$ cat src/rtl/ws2812_pkg.sv
// rtl/ws2812_pkg.sv - shared state type and default WS2812 timing at 10 MHz
package ws2812_pkg;

    localparam int DEF_NUM_LEDS = 3;
    localparam int DEF_T0H_CYC  = 4;
    localparam int DEF_T1H_CYC  = 8;
    localparam int DEF_BIT_CYC  = 12;
    localparam int DEF_RST_CYC  = 600;

    typedef enum logic [2:0] {
        ST_IDLE,
        ST_HIGH,
        ST_LOW,
        ST_WAIT,
        ST_LATCH
    } state_t;

endpackage

$ cat src/rtl/ws2812_bit_timer.sv
// rtl/ws2812_bit_timer.sv - one WS2812 bit period: high phase then low phase
module ws2812_bit_timer
    import ws2812_pkg::*;
#(
    parameter int T0H_CYC = DEF_T0H_CYC,
    parameter int T1H_CYC = DEF_T1H_CYC,
    parameter int BIT_CYC = DEF_BIT_CYC
) (
    input  logic clk,
    input  logic rst_n,
    input  logic start,
    input  logic bit_val,
    output logic high_end,
    output logic bit_last
);

    localparam int CW = $clog2(BIT_CYC);
    localparam logic [CW-1:0] T0H_LAST = CW'(T0H_CYC - 1);
    localparam logic [CW-1:0] T1H_LAST = CW'(T1H_CYC - 1);
    localparam logic [CW-1:0] L0_LAST  = CW'(BIT_CYC - T0H_CYC - 1);
    localparam logic [CW-1:0] L1_LAST  = CW'(BIT_CYC - T1H_CYC - 1);

    logic          active;
    logic          high;
    logic [CW-1:0] cnt;

    // bit_val is the live shift-register MSB; it is stable for the whole bit
    assign high_end = active && high && (cnt == (bit_val ? T1H_LAST : T0H_LAST));
    assign bit_last = active && !high && (cnt == (bit_val ? L1_LAST : L0_LAST));

    always_ff @(posedge clk or negedge rst_n) begin
        if (!rst_n) begin
            active <= 1'b0;
            high   <= 1'b0;
            cnt    <= '0;
        end else if (start) begin
            active <= 1'b1;
            high   <= 1'b1;
            cnt    <= '0;
        end else if (high_end) begin
            high <= 1'b0;
            cnt  <= '0;
        end else if (bit_last) begin
            active <= 1'b0;
            cnt    <= '0;
        end else if (active) begin
            cnt <= cnt + 1'b1;
        end
    end

endmodule

$ cat src/rtl/ws2812_driver.sv
// rtl/ws2812_driver.sv - WS2812 serial LED frame driver with pixel handshake
module ws2812_driver
    import ws2812_pkg::*;
#(
    parameter int NUM_LEDS = DEF_NUM_LEDS,
    parameter int T0H_CYC  = DEF_T0H_CYC,
    parameter int T1H_CYC  = DEF_T1H_CYC,
    parameter int BIT_CYC  = DEF_BIT_CYC,
    parameter int RST_CYC  = DEF_RST_CYC
) (
    input  logic       clk,
    input  logic       rst_n,
    input  logic [7:0] pix_r,
    input  logic [7:0] pix_g,
    input  logic [7:0] pix_b,
    input  logic       pix_valid,
    output logic       pix_ready,
    output logic       dout,
    output logic       busy,
    output logic       frame_done
);

    localparam int PW = (NUM_LEDS > 1) ? $clog2(NUM_LEDS) : 1;
    localparam int RW = $clog2(RST_CYC);
    localparam logic [PW-1:0] PIX_LAST = PW'(NUM_LEDS - 1);
    localparam logic [RW-1:0] RST_LAST = RW'(RST_CYC - 1);

    state_t        state, state_nxt;
    logic [23:0]   sreg;
    logic [4:0]    bit_cnt;
    logic [PW-1:0] pix_cnt;
    logic [RW-1:0] rst_cnt;
    logic          armed;
    logic          load, advance;
    logic          high_end, bit_last;

    ws2812_bit_timer #(
        .T0H_CYC(T0H_CYC),
        .T1H_CYC(T1H_CYC),
        .BIT_CYC(BIT_CYC)
    ) u_bit_timer (
        .clk     (clk),
        .rst_n   (rst_n),
        .start   (load | advance),
        .bit_val (sreg[23]),
        .high_end(high_end),
        .bit_last(bit_last)
    );

    assign busy = (state != ST_IDLE);

    always_comb begin
        state_nxt = state;
        pix_ready = 1'b0;
        load      = 1'b0;
        advance   = 1'b0;
        case (state)
            ST_IDLE: begin
                // armed holds ready low until the first edge after reset release
                pix_ready = armed;
                if (armed && pix_valid) begin
                    load      = 1'b1;
                    state_nxt = ST_HIGH;
                end
            end
            ST_HIGH: begin
                if (high_end) state_nxt = ST_LOW;
            end
            ST_LOW: begin
                if (bit_last) begin
                    if (bit_cnt != 5'd0) begin
                        advance   = 1'b1;
                        state_nxt = ST_HIGH;
                    end else if (pix_cnt == PIX_LAST) begin
                        state_nxt = ST_LATCH;
                    end else begin
                        pix_ready = 1'b1;
                        if (pix_valid) begin
                            load      = 1'b1;
                            state_nxt = ST_HIGH;
                        end else begin
                            state_nxt = ST_WAIT;
                        end
                    end
                end
            end
            ST_WAIT: begin
                pix_ready = 1'b1;
                if (pix_valid) begin
                    load      = 1'b1;
                    state_nxt = ST_HIGH;
                end else if (rst_cnt == RST_LAST) begin
                    state_nxt = ST_IDLE;
                end
            end
            ST_LATCH: begin
                if (rst_cnt == RST_LAST) state_nxt = ST_IDLE;
            end
            default: state_nxt = ST_IDLE;
        endcase
    end

    always_ff @(posedge clk or negedge rst_n) begin
        if (!rst_n) begin
            state      <= ST_IDLE;
            armed      <= 1'b0;
            dout       <= 1'b0;
            frame_done <= 1'b0;
            sreg       <= '0;
            bit_cnt    <= '0;
            pix_cnt    <= '0;
            rst_cnt    <= '0;
        end else begin
            state      <= state_nxt;
            armed      <= 1'b1;
            dout       <= (state_nxt == ST_HIGH);
            frame_done <= (state == ST_LATCH) && (state_nxt == ST_IDLE);

            if (state_nxt != state) rst_cnt <= '0;
            else if (state == ST_WAIT || state == ST_LATCH) rst_cnt <= rst_cnt + 1'b1;

            if (load) begin
                sreg    <= {pix_g, pix_r, pix_b};
                bit_cnt <= 5'd23;
            end else if (advance) begin
                sreg    <= {sreg[22:0], 1'b0};
                bit_cnt <= bit_cnt - 1'b1;
            end

            // a WAIT timeout also lands here, dropping the partial frame count
            if (state_nxt == ST_IDLE) pix_cnt <= '0;
            else if (load && state != ST_IDLE) pix_cnt <= pix_cnt + 1'b1;
        end
    end

endmodule

$ cat config.mk
export PLATFORM = sky130hd
export DESIGN_NAME = ws2812_driver
export DESIGN_NICKNAME = d
export VERILOG_FILES = /design/src/rtl/ws2812_pkg.sv /design/src/rtl/ws2812_bit_timer.sv /design/src/rtl/ws2812_driver.sv
export SDC_FILE = /design/constraint.sdc
export NUM_CORES = 1
export LEC_CHECK = 0
export CAP_MARGIN = 25
export CORE_ASPECT_RATIO = 0.8
export CORE_MARGIN = 2
export CORE_UTILIZATION = 60
export CTS_BUF_LIST = sky130_fd_sc_hd__clkbuf_16
export DETAILED_ROUTE_END_ITERATION = 6
export PLACE_DENSITY_LB_ADDON = 0.25
export SYNTH_ARGS = -nofsm -noshare
export SYNTH_HDL_FRONTEND = slang
export SYNTH_SLANG_ARGS = --single-unit
export TNS_END_PERCENT = 5
$ cat constraint.sdc
create_clock -name clk -period 6 [get_ports clk]
set_input_delay 0.9 -clock clk [delete_from_list [all_inputs] [get_ports clk]]
set_output_delay 0.9 -clock clk [all_outputs]
set_load 0.05 [all_outputs]
==> results of run 1 <==
## layout by cell type, fill, tap and decap left out, types with 3 or more instances in the layout
cell type | netlist | routed
a21oi_1 | 4 | 4
a221o_1 | 22 | 22
and2_1 | 22 | 22
and3_1 | 3 | 3
clkbuf_16 | 0 | 5
clkdlybuf4s50_1 | 0 | 29
clkinvlp_4 | 0 | 3
dfrtp_1 | 53 | 53
ha_1 | 5 | 5
inv_1 | 7 | 7
mux2i_1 | 3 | 3
nand2_1 | 13 | 13
nand2b_1 | 3 | 3
nand3_1 | 5 | 5
nand4_1 | 6 | 6
nor2_1 | 6 | 6
nor3_1 | 18 | 18
nor3b_1 | 3 | 3
o211ai_1 | 3 | 3
o21ai_0 | 6 | 6
xnor2_1 | 4 | 4
xor2_1 | 11 | 11
## where the power goes
part	internal [mW]	switching, mW
Sequential	0.465	0.0723
Clock	0.154	0.126
Combinational	0.199	0.249
## state kept, by name, indices dropped and copies added (netlist names)
name,flops
u_bit_timer.cnt,4
u_bit_timer.high,1
bit_cnt,5
rst_cnt,10
armed,1
dout,1
u_bit_timer.active,1
pix_cnt,2
sreg,24
state,3
frame_done,1
## area by class of cell
| class | count | share of cell area (%) |
|---|---|---|
| flip-flops and latches | 53 | 41.8 |
| multi-input cells | 173 | 40.6 |
| repair buffers | 32 | 9.79 |
| clock buffers | 5 | 3.95 |
| well taps | 57 | 2.25 |
| inverters | 7 | 0.829 |
| clock inverters | 3 | 0.710 |
## through the flow
step / worst slack, ns / area, um2
final: 2.33 / 3170
after global routing: 2.20 / 3170
after CTS: 2.35 / 3170
after detailed placement: 2.68 / 3020
after global placement: 2.72 / 3020
after floorplan: 3.44 / 2750
## cells by family after synthesis
| group | count (synthesis) |
|---|---|
| adder cells (fa/ha/maj) | 5 |
| multiplexers | 5 |
| buffers and inverters | 17 |
| AO/OA/AOI/OAI | 50 |
| other | 1 |
| AND/OR/NAND/NOR | 97 |
| XOR/XNOR | 15 |
| flip-flops | 53 |
## metal layers
metal / GRT usage (%) / vias to the layer above / part of all wire (%)
li1: - / 964 / -
met1: 31.5 / 1000 / 50
met2: 33.5 / 58 / 44
met3: 4.46 / 10 / 4.9
met4: 7.97 / 0 / 1.4
met5: 0 / - / 0
## worst max-delay path, delay by kind of cell (launching register included)
kind,cells,cell delay (ns)
buf+inv,1,0.84
simple gates,2,0.78
flops,1,0.40
compound gates,1,0.24
fa+ha+maj,1,0.21
## worst paths after layout
kind                                    startpoint          to  depth (start not counted)
worst max register to register  u_bit_timer.cnt[0]  rst_cnt[2]                          6
worst min register to register             sreg[2]     sreg[2]                          1
worst max-delay path            u_bit_timer.cnt[0]   pix_ready                          5
worst min-delay path                       sreg[2]     sreg[2]                          1
min in group asynchronous                    rst_n        dout                          2
max in group asynchronous                    rst_n    sreg[15]                          2
==> flow_metrics.env, run 1 <==
export IMPL_tightest_slew_ns=0.736
export IMPL_arrival_ns=2.77
export IMPL_holdWs_ns=0.506
export IMPL_worst_slew_margin_rel_pct=50.7
export IMPL_design_die_area_mm2=0.00514
export IMPL_synth_flop_cell="dfrtp_1"
export IMPL_crit_chain="ha_1 > nand4bb_1 > or3_4 > o21ai_4 > clkdlybuf4s50_1"
export IMPL_path_clk_slew_ns=0.07
export IMPL_synthXorXnorAreaFrac_pct=4.78
export IMPL_post_route_period_util_pct=61.1
export IMPL_hpwl_um=3450
export IMPL_row_count=21
export IMPL_insertion_delay_ns=0.29
export IMPL_grt_max_degree=54
export IMPL_powerDensity_mw_per_mm2=399
export IMPL_rrSetupSlack_ns=3.59
export IMPL_drt_wirelength_per_cell_um=15.8
export IMPL_htree_levels=2
export IMPL_synth_top_area_share_pct=48.3
export IMPL_initial_utilization_pct=64.2
export IMPL_async_reset_ff_share_pct=100
export IMPL_yosysMostFrequentCell="dfrtp_1"
export IMPL_cts_repair_resized=0
export IMPL_track_usage_pct=22.0
export IMPL_peakVddDrop_mv=0.239
export IMPL_cts_sink_count=53
export IMPL_antenna_found_initial=0
export IMPL_rsz0062_at_grt="false"
export IMPL_final_max_slew_viol_count=0
export IMPL_die_height_um=64.5
export IMPL_synth_seq_cells=53
export IMPL_fillers=327
export IMPL_cp_slowest_cell="clkdlybuf4s50_1"
export IMPL_stdcell_count=330
export IMPL_area_sequential_mm2=0.00133
export IMPL_totalWireLength_um=5210
export IMPL_root_buffer="clkbuf_16"
export IMPL_period_minus_slack_ns=3.67
export IMPL_cts_setup_buffers=0
export IMPL_ys_seq_area_share_pct=48.3
export IMPL_route_detailed_drc=0
export IMPL_leakage_nw=1.32
export IMPL_yosys_area_top_type="dfrtp_1"
export IMPL_synth_simple_gate_area_share_pct=22.1
export IMPL_synthesis_nets=275
export IMPL_drive_above_1_share_pct=9.52
export IMPL_port_buffers=30
export IMPL_synth_compound_area_share_pct=15.7
export IMPL_critPathCaptureType="output port"
export IMPL_cp_start_kind="register"
export IMPL_cts_buffers=5
export IMPL_layout_nets=304
export IMPL_syn2layout_area_growth_pct=15.4
export IMPL_synth_distinct_cells=54
export IMPL_grt_pass1_wl_um=8850
export IMPL_syn_inst=243
export IMPL_synthTopCellsByArea="dfrtp_1, a221o_1, and2_1"
export IMPL_status="complete, no violations"
export IMPL_fin_tns_setup_ns=0
export IMPL_core_mm2=0.00428
export IMPL_path_class="reg2out"
export IMPL_cts_tree="yes"
export IMPL_route_antenna_remaining_nets=0
export IMPL_grt_overflow=0
export IMPL_hp_class="reg2reg"
export IMPL_via_per_inst=6.16
export IMPL_slowest_delay_ns=0.84
export IMPL_cp_required_ns=5.10
export IMPL_synth_avg_cell_area_um2=11.3
export IMPL_drtIter0Drc=145
export IMPL_setup_viol=0
export IMPL_io_pins=31
export IMPL_firstDrtPassIters=4
export IMPL_num_antenna_cells=0
export IMPL_yosysWarnings=0
export IMPL_gp_congestion=0.832
export IMPL_yosys_mux_area_fraction_pct=1.91
export IMPL_cts_hold_buf=0
export IMPL_multi_input_area_mm2=0.00129
export IMPL_grt_pass1_vias=1994
export IMPL_maxCapViolations=0
export IMPL_power_total_mw=1.27
export IMPL_placedCellCount=322
export IMPL_finish_utilization_pct=74.0
export IMPL_path_max_fanout=5
export IMPL_fin_skew_ns=0.00384
export IMPL_dieWidth_um=79.7
export IMPL_synthTopCellsByCount="dfrtp_1, a221o_1, and2_1"
export IMPL_clk_path_buf_depth=2
export IMPL_hold_viol_final=0
export IMPL_synth_edf_count=0
export IMPL_synth_adder_area_share_pct=2.28
export IMPL_synth_top_family_by_area="simple AND/OR/NAND/NOR gates"
export IMPL_vias=2032
export IMPL_max_clock_freq_mhz=273
export IMPL_netlist_area_mm2=0.00275
(Power assumes the default switching activity.)
==> inputs of run 2 (changes only) <==
Settings changed: CORE_UTILIZATION 60 to 56.
Clock period 6 ns to 3.6 ns, I/O delays scaled along.
==> flow_metrics.env, run 2 (synthesized netlist as in run 1, its figures left out) <==
export IMPL_tightest_slew_ns=0.791
export IMPL_combPwrFrac_pct=34.8
export IMPL_cts_buffers=5
export IMPL_drt_wirelength_per_cell_um=15.7
export IMPL_largest_reg_flops=24
export IMPL_busiest_layer="met2"
export IMPL_fin_skew_ns=0.00390
export IMPL_vias=1975
export IMPL_crit_chain="ha_1 > nand4bb_1 > or3_4 > o21ai_4 > clkdlybuf4s50_1"
export IMPL_final_cell_mix="dfrtp_1, clkdlybuf4s50_1, and2_1, a221o_1, nor3_1"
export IMPL_post_route_period_util_pct=92.0
export IMPL_cts_setup_buffers=0
export IMPL_num_antenna_cells=0
export IMPL_cts_tree="yes"
export IMPL_stdcell_count=333
export IMPL_clk_path_buf_depth=2
export IMPL_gp_congestion=0.891
export IMPL_pwr_share_clk_pct=24.1
export IMPL_track_usage_pct=21.6
export IMPL_grt_overflow=0
export IMPL_io_pins=31
export IMPL_largestRegisters="sreg: 24 flops, rst_cnt: 10 flops, bit_cnt: 5 flops"
export IMPL_cp_required_ns=3.06
export IMPL_design_die_area_mm2=0.00549
export IMPL_final_max_slew_viol_count=0
export IMPL_cts_repair_resized=0
export IMPL_critPathCaptureType="output port"
export IMPL_hpwl_um=3520
export IMPL_port_buffers=30
export IMPL_totalWireLength_um=5230
export IMPL_dieWidth_um=82.3
export IMPL_syn2layout_area_growth_pct=16.2
export IMPL_route_detailed_drc=0
export IMPL_hp_class="in2async"
export IMPL_path_class="reg2out"
export IMPL_grt_pass1_wl_um=9000
export IMPL_max_clock_freq_mhz=302
export IMPL_rsz0062_at_grt="false"
export IMPL_status="complete, no violations"
export IMPL_drtIter0Drc=206
export IMPL_met2_usage_pct=33.1
export IMPL_antenna_found_initial=0
export IMPL_row_count=22
export IMPL_p_int_mw=1.43
export IMPL_fin_tns_setup_ns=0
export IMPL_route_antenna_remaining_nets=0
export IMPL_pwr_share_seq_pct=41.1
export IMPL_swShare_pct=34.2
export IMPL_root_buffer="clkbuf_16"
export IMPL_largest_register="sreg"
export IMPL_drive_above_1_share_pct=9.16
export IMPL_fillers=345
export IMPL_layout_nets=304
export IMPL_use_met3_pct=3.66
export IMPL_die_height_um=66.7
export IMPL_grt_max_degree=34
export IMPL_core_mm2=0.00465
export IMPL_hold_viol_final=0
export IMPL_switchingPower_uw=746
export IMPL_path_max_fanout=5
export IMPL_grt_use_met1_pct=31.2
export IMPL_mostFrequentLayoutCell="dfrtp_1"
export IMPL_leakage_nw=1.34
export IMPL_insertion_delay_ns=0.28
export IMPL_setup_viol=0
export IMPL_peakVddDrop_mv=0.558
export IMPL_worst_slew_margin_rel_pct=46.9
export IMPL_cp_start_kind="register"
export IMPL_maxCapViolations=0
export IMPL_arrival_ns=2.77
export IMPL_htree_levels=2
export IMPL_path_clk_slew_ns=0.07
export IMPL_placedCellCount=325
export IMPL_grt_pass1_vias=1870
export IMPL_via_per_inst=5.93
export IMPL_firstDrtPassIters=5
export IMPL_period_minus_slack_ns=3.31
export IMPL_cts_sink_count=53
export IMPL_slowest_delay_ns=0.85
export IMPL_cp_slowest_cell="clkdlybuf4s50_1"
export IMPL_powerDensity_mw_per_mm2=682
export IMPL_initial_utilization_pct=59.1
export IMPL_cts_hold_buf=0
-- run 2: cell count changes in the layout (fill, tap and decap cells not counted) --
cell and delta:
clkinv_1 +1, bufinv_16 +1, clkinvlp_4 -2
-- run 2: worst max-delay path, delay by kind of cell, from the launching register on --
kind	cells	cell delay [ns]
buf+inv	1	0.85
flops	1	0.39
compound gates	1	0.25
simple gates	2	0.79
fa+ha+maj	1	0.21
-- run 2: layout make-up --
| type | instances | area, um2 | share of cell area, % |
|---|---|---|---|
| clock buffers | 5 | 125 | 3.92 |
| clock inverters | 3 | 41.3 | 1.29 |
| inverters | 7 | 26.3 | 0.823 |
| multi-input cells | 173 | 1290 | 40.4 |
| flip-flops and latches | 53 | 1330 | 41.5 |
| well taps | 60 | 75.1 | 2.35 |
| repair buffers | 32 | 310 | 9.72 |
-- run 2: final timing paths --
path	start	to	slack (ns)	depth (start not counted)
max	u_bit_timer.cnt[1]	pix_ready	0.29	5
min	rst_n	dout	0.23	1
min in group clk	sreg[3]	sreg[3]	0.50	1
min reg2reg	sreg[3]	sreg[3]	0.50	1
max in group asynchronous	rst_n	pix_cnt[0]	2.59	2
max reg2reg	u_bit_timer.cnt[1]	rst_cnt[5]	1.15	6
-- run 2: routing by layer --
metal | part of all wire [%] | routed length [um]
met4 | 0.57 | 30
met5 | 0 | 0
met1 | 48 | 2510
met3 | 4.6 | 240
met2 | 47 | 2450
-- run 2: through the flow --
step / hold WS, ns / power, mW / setup WS (ns) / utilization [%] / cell area [um2]
after floorplan: 0.244 / 1.50 / 1.24 / - / 2750
after global placement: 0.487 / 1.64 / 0.686 / 65.1 / 3030
after detailed placement: 0.490 / 1.66 / 0.601 / 65.1 / 3030
after CTS: 0.248 / 2.20 / 0.272 / 68.6 / 3190
after global routing: 0.268 / 2.32 / 0.165 / 68.6 / 3190
final: 0.229 / 2.18 / 0.286 / 68.6 / 3190
-- run 2: power groups by stage --
stage                     Combinational (mW)  Clock, mW  Sequential, mW
after global routing                   0.830      0.568           0.917
after global placement                 0.742          0           0.893
final                                  0.757      0.526           0.896
after detailed placement               0.756          0           0.900
after floorplan                        0.611          0           0.888
after CTS                              0.763      0.541           0.894
==> inputs of run 3 (changes only) <==
Settings changed: RECOVER_POWER set to 25.
==> flow_metrics.env, run 3 (synthesized netlist as in run 1, its figures left out) <==
export IMPL_status="finished with violations"
export IMPL_failed_checks="capacitance limit, slew limit"
export IMPL_path_clk_slew_ns=0.06
export IMPL_syn2layout_area_growth_pct=16.0
export IMPL_initial_utilization_pct=59.1
export IMPL_fin_area_mm2=0.00319
export IMPL_io_pins=31
export IMPL_num_antenna_cells=0
export IMPL_rsz0062_at_grt="false"
export IMPL_clk_path_buf_depth=2
export IMPL_design_die_area_mm2=0.00549
export IMPL_largestRegisters="sreg: 24 flops, rst_cnt: 10 flops, bit_cnt: 5 flops"
export IMPL_cts_tree="yes"
export IMPL_hold_viol_final=0
export IMPL_hpwl_um=3520
export IMPL_core_mm2=0.00465
export IMPL_tightest_slew_ns=1.59
export IMPL_arrival_ns=2.77
export IMPL_whs_endpoint="sreg[3]"
export IMPL_largest_register="sreg"
export IMPL_critPathCaptureType="output port"
export IMPL_cts_setup_buffers=0
export IMPL_period_minus_slack_ns=3.31
export IMPL_post_route_period_util_pct=92.1
export IMPL_fin_tns_setup_ns=0
export IMPL_largest_reg_flops=24
export IMPL_path_max_fanout=5
export IMPL_crit_chain="ha_1 > nand4bb_1 > or3_4 > o21ai_4 > clkdlybuf4s50_1"
export IMPL_critical_path_top_delay_family="buffers and inverters"
export IMPL_layout_nets=304
export IMPL_power_total_mw=2.18
export IMPL_path_buf_inv=1
export IMPL_drtIter0Drc=204
export IMPL_cp_start_kind="register"
export IMPL_port_buffers=30
export IMPL_cts_repair_resized=0
export IMPL_route_antenna_remaining_nets=0
export IMPL_fin_skew_ns=0.00289
export IMPL_dieWidth_um=82.3
export IMPL_route_detailed_drc=0
export IMPL_path_class="reg2out"
export IMPL_cts_hold_buf=0
export IMPL_firstDrtPassIters=4
export IMPL_row_count=22
export IMPL_die_height_um=66.7
export IMPL_hp_class="reg2reg"
export IMPL_slowest_delay_ns=0.85
export IMPL_grt_pass1_vias=1870
export IMPL_drt_wirelength_per_cell_um=15.7
export IMPL_r2r_end="rst_cnt[5]"
export IMPL_root_buffer="clkbuf_16"
export IMPL_mostFrequentLayoutCell="dfrtp_1"
export IMPL_leakage_nw=1.33
export IMPL_cts_sink_count=53
export IMPL_peakVddDrop_mv=0.557
export IMPL_totalWireLength_um=5240
export IMPL_via_per_inst=5.91
export IMPL_whs_path_depth=1
export IMPL_rrSetupSlack_ns=1.15
export IMPL_drive_above_1_share_pct=8.42
export IMPL_cp_slowest_cell="clkdlybuf4s50_1"
export IMPL_final_max_slew_viol_count=31
export IMPL_final_cell_mix="dfrtp_1, clkdlybuf4s50_1, and2_1, a221o_1, nor3_1"
export IMPL_htree_levels=2
export IMPL_powerDensity_mw_per_mm2=683
export IMPL_setup_viol=0
export IMPL_r2r_start="u_bit_timer.cnt[0]"
export IMPL_grt_overflow=0
export IMPL_track_usage_pct=21.6
export IMPL_placed_area_mm2=0.00303
export IMPL_reg2regPathDepth=6
export IMPL_cts_buffers=5
export IMPL_worst_slew_margin_rel_pct=-5.94
export IMPL_maxCapViolations=1
export IMPL_grt_max_degree=34
export IMPL_max_clock_freq_mhz=302
export IMPL_min_delay_start="sreg[3]"
export IMPL_grt_pass1_wl_um=9000
export IMPL_cp_required_ns=3.06
export IMPL_insertion_delay_ns=0.28
export IMPL_holdWs_ns=0.503
export IMPL_antenna_found_initial=0
export IMPL_vias=1968
export IMPL_gp_congestion=0.891
-- run 3: final cells by class --
cell class	instances	area, um2
inverters	7	26.3
flip-flops and latches	53	1330
well taps	60	75.1
repair buffers	32	305
clock inverters	3	41.3
fillers	348	1460
clock buffers	5	125
multi-input cells	173	1290
-- run 3: worst max path at each step --
| stage | slack (ns) | cells after the start | from | endpoint |
|---|---|---|---|---|
| final | 0.29 | 5 | u_bit_timer.cnt[0] | pix_ready |
| after global routing | 0.17 | 5 | u_bit_timer.cnt[0] | pix_ready |
| after CTS | 0.27 | 5 | u_bit_timer.cnt[0] | pix_ready |
| after detailed placement | 0.60 | 5 | u_bit_timer.cnt[0] | pix_ready |
| after global placement | 0.69 | 5 | u_bit_timer.cnt[0] | pix_ready |
| after floorplan | 1.24 | 7 | u_bit_timer.cnt[0] | sreg[10] |
-- run 3: metal layers --
metal	vias to the layer above	part of all wire, %	track usage, %
li1	967	-	-
met1	963	48	31.2
met2	36	47	33.1
met3	2	4.0	3.66
met4	0	0.57	6.67
met5	-	0	0
-- run 3: power by group --
part | switching [mW] | internal, mW
clock network | 0.201 | 0.325
logic | 0.424 | 0.332
registers | 0.120 | 0.775
-- run 3: stage by stage --
stage,setup WS [ns],instances,utilization [%]
after floorplan,1.24,243,-
after global placement,0.686,325,65.1
after detailed placement,0.601,325,65.1
after CTS,0.272,333,68.6
after global routing,0.165,333,68.5
final,0.286,333,68.5
